==> config.mk <==
export PLATFORM = sky130hd
export DESIGN_NAME = instruction_issue
export DESIGN_NICKNAME = d
export VERILOG_FILES = /design/src/rtl/instruction_issue.sv
export SDC_FILE = /design/constraint.sdc
export NUM_CORES = 1
export LEC_CHECK = 0
export BUFFER_PORTS_ARGS = -buffer_cell sky130_fd_sc_hd__clkbuf_2
export CELL_PAD_IN_SITES_DETAIL_PLACEMENT = 1
export CELL_PAD_IN_SITES_GLOBAL_PLACEMENT = 2
export CORE_MARGIN = 2
export CORE_UTILIZATION = 26
export DETAILED_ROUTE_END_ITERATION = 6
export HOLD_SLACK_MARGIN = 0.03
export PLACE_DENSITY = 0.88
export SLEW_MARGIN = 30
export SYNTH_ARGS = -nofsm -noshare
export SYNTH_HDL_FRONTEND = slang
export SYNTH_SLANG_ARGS = --single-unit
==> constraint.sdc <==
create_clock -name clk -period 2 [get_ports clk]
set_input_delay 0.5 -clock clk [delete_from_list [all_inputs] [get_ports clk]]
set_output_delay 0.5 -clock clk [all_outputs]
set_load 0.02 [all_outputs]
==> src/rtl/instruction_issue.sv <==
// Program sequencer feeding the instruction decoder.
// Fetches 64-bit words from a 1-cycle-latency instruction RAM and issues each
// one with a single-cycle instr_enable strobe. After issuing, it may block on
// the completion pulse for the opcode's class, stop at end-of-program (8'h82),
// or pause at a verification hold (8'h44).
//
// Handshake semantics: fetch_done, compute_done and resume are single-cycle
// pulses with no ready/acknowledge. Each is sampled only in the state that
// waits for it (WAIT_DONE for the selected done, HOLD for resume) and is
// ignored and forgotten in every other cycle. start is likewise a pulse,
// accepted only in IDLE or HALT. instr_enable is a valid-only strobe: the
// decoder must take the instruction in the cycle it is high.
module instruction_issue #(
  parameter int ADDR_W  = 10,
  parameter int TIMEOUT = 4096
) (
  input  logic              clk,
  input  logic              rst,
  input  logic              start,
  input  logic [ADDR_W-1:0] start_addr,
  output logic              imem_rd_en,
  output logic [ADDR_W-1:0] imem_addr,
  input  logic [63:0]       imem_rdata,
  output logic [63:0]       instruction,
  output logic              instr_enable,
  input  logic              fetch_done,
  input  logic              compute_done,
  input  logic              resume,
  output logic              busy,
  output logic              hold,
  output logic              halted,
  output logic              error,
  output logic [ADDR_W-1:0] pc,
  output logic [15:0]       issue_count,
  output logic [2:0]        dbg_state
);

  typedef enum logic [2:0] {
    S_IDLE      = 3'd0,
    S_FETCH     = 3'd1,
    S_WAIT_DATA = 3'd2,
    S_ISSUE     = 3'd3,
    S_WAIT_DONE = 3'd4,
    S_HOLD      = 3'd5,
    S_HALT      = 3'd6
  } state_t;

  // Wide enough to hold TIMEOUT-1.
  localparam int TW = $clog2(TIMEOUT) + 1;

  state_t            r_state;
  state_t            w_next;
  logic [63:0]       r_instr;
  logic [ADDR_W-1:0] r_pc;
  logic [15:0]       r_count;
  logic              r_error;
  logic [TW-1:0]     r_timer;
  logic              r_wait_compute;

  logic [7:0]        w_opcode;
  logic              w_done;
  logic              w_timeout;
  logic              w_start_ok;
  logic              w_expire;

  assign w_opcode   = r_instr[63:56];
  // Only the done pulse matching the issued opcode class is honoured.
  assign w_done     = r_wait_compute ? compute_done : fetch_done;
  assign w_timeout  = (r_timer == TW'(TIMEOUT - 1));
  assign w_start_ok = start && ((r_state == S_IDLE) || (r_state == S_HALT));
  // Timeout fires only if done does not arrive in the same cycle.
  assign w_expire   = (r_state == S_WAIT_DONE) && !w_done && w_timeout;

  // State register
  always_ff @(posedge clk) begin
    if (rst) r_state <= S_IDLE;
    else     r_state <= w_next;
  end

  // Next-state selection
  always_comb begin
    w_next = r_state;
    case (r_state)
      S_IDLE, S_HALT: if (start) w_next = S_FETCH;
      S_FETCH:        w_next = S_WAIT_DATA;
      S_WAIT_DATA:    w_next = S_ISSUE;
      S_ISSUE: begin
        case (w_opcode)
          8'h01, 8'h02, 8'h04, 8'h81: w_next = S_WAIT_DONE;
          8'h82:                      w_next = S_HALT;
          8'h44:                      w_next = S_HOLD;
          default:                    w_next = S_FETCH;
        endcase
      end
      S_WAIT_DONE: begin
        if (w_done)        w_next = S_FETCH;
        else if (w_expire) w_next = S_HALT;
      end
      S_HOLD:  if (resume) w_next = S_FETCH;
      default: w_next = S_IDLE;
    endcase
  end

  // Moore outputs decoded from the current state
  always_comb begin
    imem_rd_en   = (r_state == S_FETCH);
    imem_addr    = (r_state == S_FETCH) ? r_pc : '0;
    instr_enable = (r_state == S_ISSUE);
    instruction  = (r_state == S_ISSUE) ? r_instr : 64'd0;
    busy         = (r_state != S_IDLE) && (r_state != S_HALT);
    hold         = (r_state == S_HOLD);
    halted       = (r_state == S_HALT);
    error        = r_error;
    pc           = r_pc;
    issue_count  = r_count;
    dbg_state    = r_state;
  end

  // Instruction register: captures RAM data the cycle after the read strobe
  always_ff @(posedge clk) begin
    if (rst)                         r_instr <= 64'd0;
    else if (r_state == S_WAIT_DATA) r_instr <= imem_rdata;
  end

  // Program counter and issue counter: loaded on start, advanced on issue
  always_ff @(posedge clk) begin
    if (rst) begin
      r_pc    <= '0;
      r_count <= 16'd0;
    end else if (w_start_ok) begin
      r_pc    <= start_addr;
      r_count <= 16'd0;
    end else if (r_state == S_ISSUE) begin
      r_pc    <= r_pc + ADDR_W'(1);
      r_count <= r_count + 16'd1;
    end
  end

  // Remember which done pulse the issued instruction waits for
  always_ff @(posedge clk) begin
    if (rst)                     r_wait_compute <= 1'b0;
    else if (r_state == S_ISSUE) r_wait_compute <= (w_opcode == 8'h81);
  end

  // Wait timer: counts cycles in WAIT_DONE, cleared on any exit
  always_ff @(posedge clk) begin
    if (rst)
      r_timer <= '0;
    else if ((r_state == S_WAIT_DONE) && !w_done && !w_timeout)
      r_timer <= r_timer + TW'(1);
    else
      r_timer <= '0;
  end

  // Sticky timeout flag, cleared by reset or an accepted start
  always_ff @(posedge clk) begin
    if (rst)             r_error <= 1'b0;
    else if (w_start_ok) r_error <= 1'b0;
    else if (w_expire)   r_error <= 1'b1;
  end

endmodule

==> flow_summary_export.csv <==
group,metric,value,unit
global_routing,antenna_found_initial,1,
synthesis,syn-instance-count,619,
timing,finalCritPeriodShare,99.15,%
synthesis,ys_async_sr_fraction,0,%
final_layout,drive_above_1_share,33.09,%
synthesis,syn_area_per_cell,7.833,um^2
clock_network,clk_latency,0.36,ns
setup_path,worst-setup-path-type,"flip-flop to output pin",
placement,numPortBuffers,188,
floorplan,start_util,26.72,%
setup_path,critPathRequiredTime,1.50,ns
timing,max_freq,504.3,MHz
global_routing,overflow,0,
floorplan,dieArea,19760,um^2
timing,setup_viol,0,
floorplan,dieWidth,140.6,um
global_routing,grt_usage,16.25,%
global_routing,gr-usage-met1,19.05,%
route,drc,0,
setup_path,worstSetupEndpointType,"output pin",
timing,relSlewSlack,66.72,%
route,via_count,4934,
run_status,status,"finished, final reports clean",
clock_network,cts_made_buffers,9,
synthesis,synth_flop_cell,"dfxtp_1",
synthesis,synth_area_leaders,"dfxtp_1 (45%), nand2_1 (11%), and2_1 (9.3%)",
clock_network,clock-sinks,108,
clock_network,ctsLongestPathBuffers,2,
floorplan,core_area,18150,um^2
synthesis,synth_area,4848,um^2
power,p_per_area,1038,nW/um^2
timing,slew_viol_final,0,
hold_path,hold_depth,3,
final_layout,nets,897,
clock_network,root_buffer,"clkbuf_16",
placement,place_inst,1022,
timing,grt_setup_unrepaired,"yes",
timing,hold_viol,0,
synthesis,ys_warn_count,0,
synthesis,yosys.area.top_type,"dfxtp_1",
synthesis,yosys.area.top_type_share,44.59,%
route,wl_per_cell,15.66,um
setup_path,startpoint_type,"flip-flop",
run,max-cap-violations,0,
floorplan,fp-row-count,49,
clock_network,htree_num_levels,3,
timing,hold_ws,0.3569,ns
power,p_leak,2.905,nW
global_routing,grt_max_degree,45,
synthesis,synth_nets,702,
route,dr.pass1.iters,4,
clock_network,ctsHoldBuffers,0,
global_routing,grtUsageMet2,28.79,%
timing,period_needed,1.983,ns
clock_network,cts_tree,"yes",
synthesis,synth_edf_count,0,
setup_path,path_max_fanout,8,
placement,hpwl,11.15,mm
final_layout,fin_cells,1049,
clock_network,clkTransAtPathRegs,0.07,ns
final_layout,area_growth_syn_to_layout,41.14,%
synthesis,seq_area_frac_synth,44.59,%
synthesis,ys_ff_latch,108,
setup_path,rr_worst_depth,5,
floorplan,num_io_pins,189,
route,antenna_left,0,
power,peakVddDrop,0.4741,mV
global_routing,busiest_layer,"met2",
global_routing,grtUsageMet3,4.615,%
global_routing,grt_pass1_wl,25.72,mm
placement,gp_congestion,0.7476,
route,via_per_inst,4.704,
route,drtIter0Drc,156,
synthesis,synth_cell_types,45,
timing,finClkSkew,0.008758,ns
route,wl,16.43,mm
floorplan,die_y,140.6,um
setup_path,arrival,1.48,ns
global_routing,grt_pass1_vias,4991,
hold_path,hold_class,"primary input to flip-flop",
timing,worst_pin_slew,0.4993,ns
==> Yosys cell counts, types with 3 or more instances <==
cell	count
buf_2	7
and4_1	4
nor4_1	8
clkbuf_1	29
and2_1	72
o31ai_1	4
inv_1	8
a211oi_1	4
nor2_1	35
xnor2_1	11
or3_1	5
xor2_1	12
dfxtp_1	108
a31oi_1	5
nand3_1	16
nor3_1	3
and3_1	9
or4_1	3
a21oi_1	80
ha_1	3
o21ai_0	9
nand2_1	145
a41oi_1	3
nand4_1	10
==> final cells by class <==
| cell class | instances | area, um^2 |
|---|---|---|
| repair buffers | 221 | 1456 |
| diodes | 1 | 2.502 |
| fillers | 2235 | 11300 |
| inverters | 9 | 48.80 |
| clock buffers | 11 | 232.7 |
| well taps | 229 | 286.5 |
| clock inverters | 5 | 52.55 |
| flip-flops and latches | 108 | 2168 |
| multi-input cells | 465 | 2595 |
==> cell usage in the layout, fill, tap and decap left out, types with 7 or more instances in the layout <==
cell / netlist / routed
clkbuf_16: 0 / 12
buf_2: 7 / 33
nor4_1: 8 / 8
nand2_1: 145 / 145
dfxtp_1: 108 / 105
and3_1: 9 / 9
clkbuf_2: 1 / 133
nand3_1: 16 / 16
nand4_1: 10 / 10
o21ai_0: 9 / 9
buf_6: 1 / 20
buf_4: 0 / 26
xor2_1: 12 / 12
and2_1: 72 / 52
xnor2_1: 11 / 10
inv_1: 8 / 7
nor2_1: 35 / 35
and2_4: 0 / 20
a21oi_1: 80 / 80
==> flip-flops by register name, summed over array words and instances, names as in the netlist <==
name,count
r_timer,13
issue_count,16
dbg_state,3
pc,10
r_instr,64
error,1
r_wait_compute,1
==> per-layer routing <==
metal | vias up | routed length (um) | part of all wire, %
li1 | 2478 | - | -
met1 | 2314 | 7174 | 44
met2 | 128 | 7978 | 49
met3 | 14 | 1043 | 6.4
met4 | 0 | 229 | 1.4
met5 | - | 0 | 0
==> metrics by stage <==
| step | instance area, um^2 | utilization [%] | worst slack [ns] | setup TNS (ns) | total power [mW] |
|---|---|---|---|---|---|
| 6_report | 6843 | 37.71 | 0.01709 | 0 | 7.101 |
| 5_1_grt | 6843 | 37.71 | -0.06749 | -2.008 | 7.627 |
| 4_1_cts | 6548 | 36.08 | -0.002628 | -0.004247 | 7.075 |
| 3_5_place_dp | 6165 | 33.97 | 0.1128 | 0 | 5.149 |
| 3_3_place_gp | 6165 | 33.97 | 0.2102 | 0 | 5.111 |
| 2_1_floorplan | 4862 | - | -0.04200 | -0.04200 | 4.228 |
==> report_power, final <==
part / leakage [nW] / total [mW] / internal, mW / switching [mW]
sequential: 0.877 / 2.82 / 2.52 / 0.303
combinational: 1.89 / 2.48 / 0.963 / 1.52
clock: 0.139 / 1.79 / 0.967 / 0.825
total: 2.90 / 7.10 / 4.45 / 2.65
==> worst max-delay path, cell delays in order, from the launching register on <==
cell and delay, ns:
dfxtp_2 0.33, nand3b_4 0.17, clkinv_8 0.12, clkbuf_16 0.19, and2_1 0.16, buf_2 0.15
==> timing repair <==
action                                  in CTS  in global routing
setup buffers                                2                  2
endpoints found under the setup margin      70                 83
cloned                                       2                  4
endpoints found under the hold margin        0                  0
pin swaps                                    1                 11
gates resized for setup                     17                116
==> final timing paths <==
kind,start,end,slack [ns]
hold reg to reg,r_timer[12]$_SDFF_PP0_,r_timer[12]$_SDFF_PP0_,0.45
setup reg to reg,dbg_state[0]$_SDFFE_PP0P_,issue_count[15]$_SDFFE_PP0P_,0.18
setup / recovery,dbg_state[2]$_SDFFE_PP0P_,instruction[49],0.02
hold / removal,imem_rdata[45],r_instr[45]$_SDFFE_PP0P_,0.36
==> logic make-up after synthesis <==
| logic type | Yosys count | synth area share [%] |
|---|---|---|
| flops | 108 | 44.59 |
| fa+ha+maj | 3 | 0.7743 |
| buf+inv | 47 | 4.000 |
| xor+xnor | 23 | 4.155 |
| mux | 1 | 0.2065 |
| simple gates | 322 | 32.88 |
| compound gates | 115 | 13.39 |
Note: power is estimated with default switching activity, not from simulation.
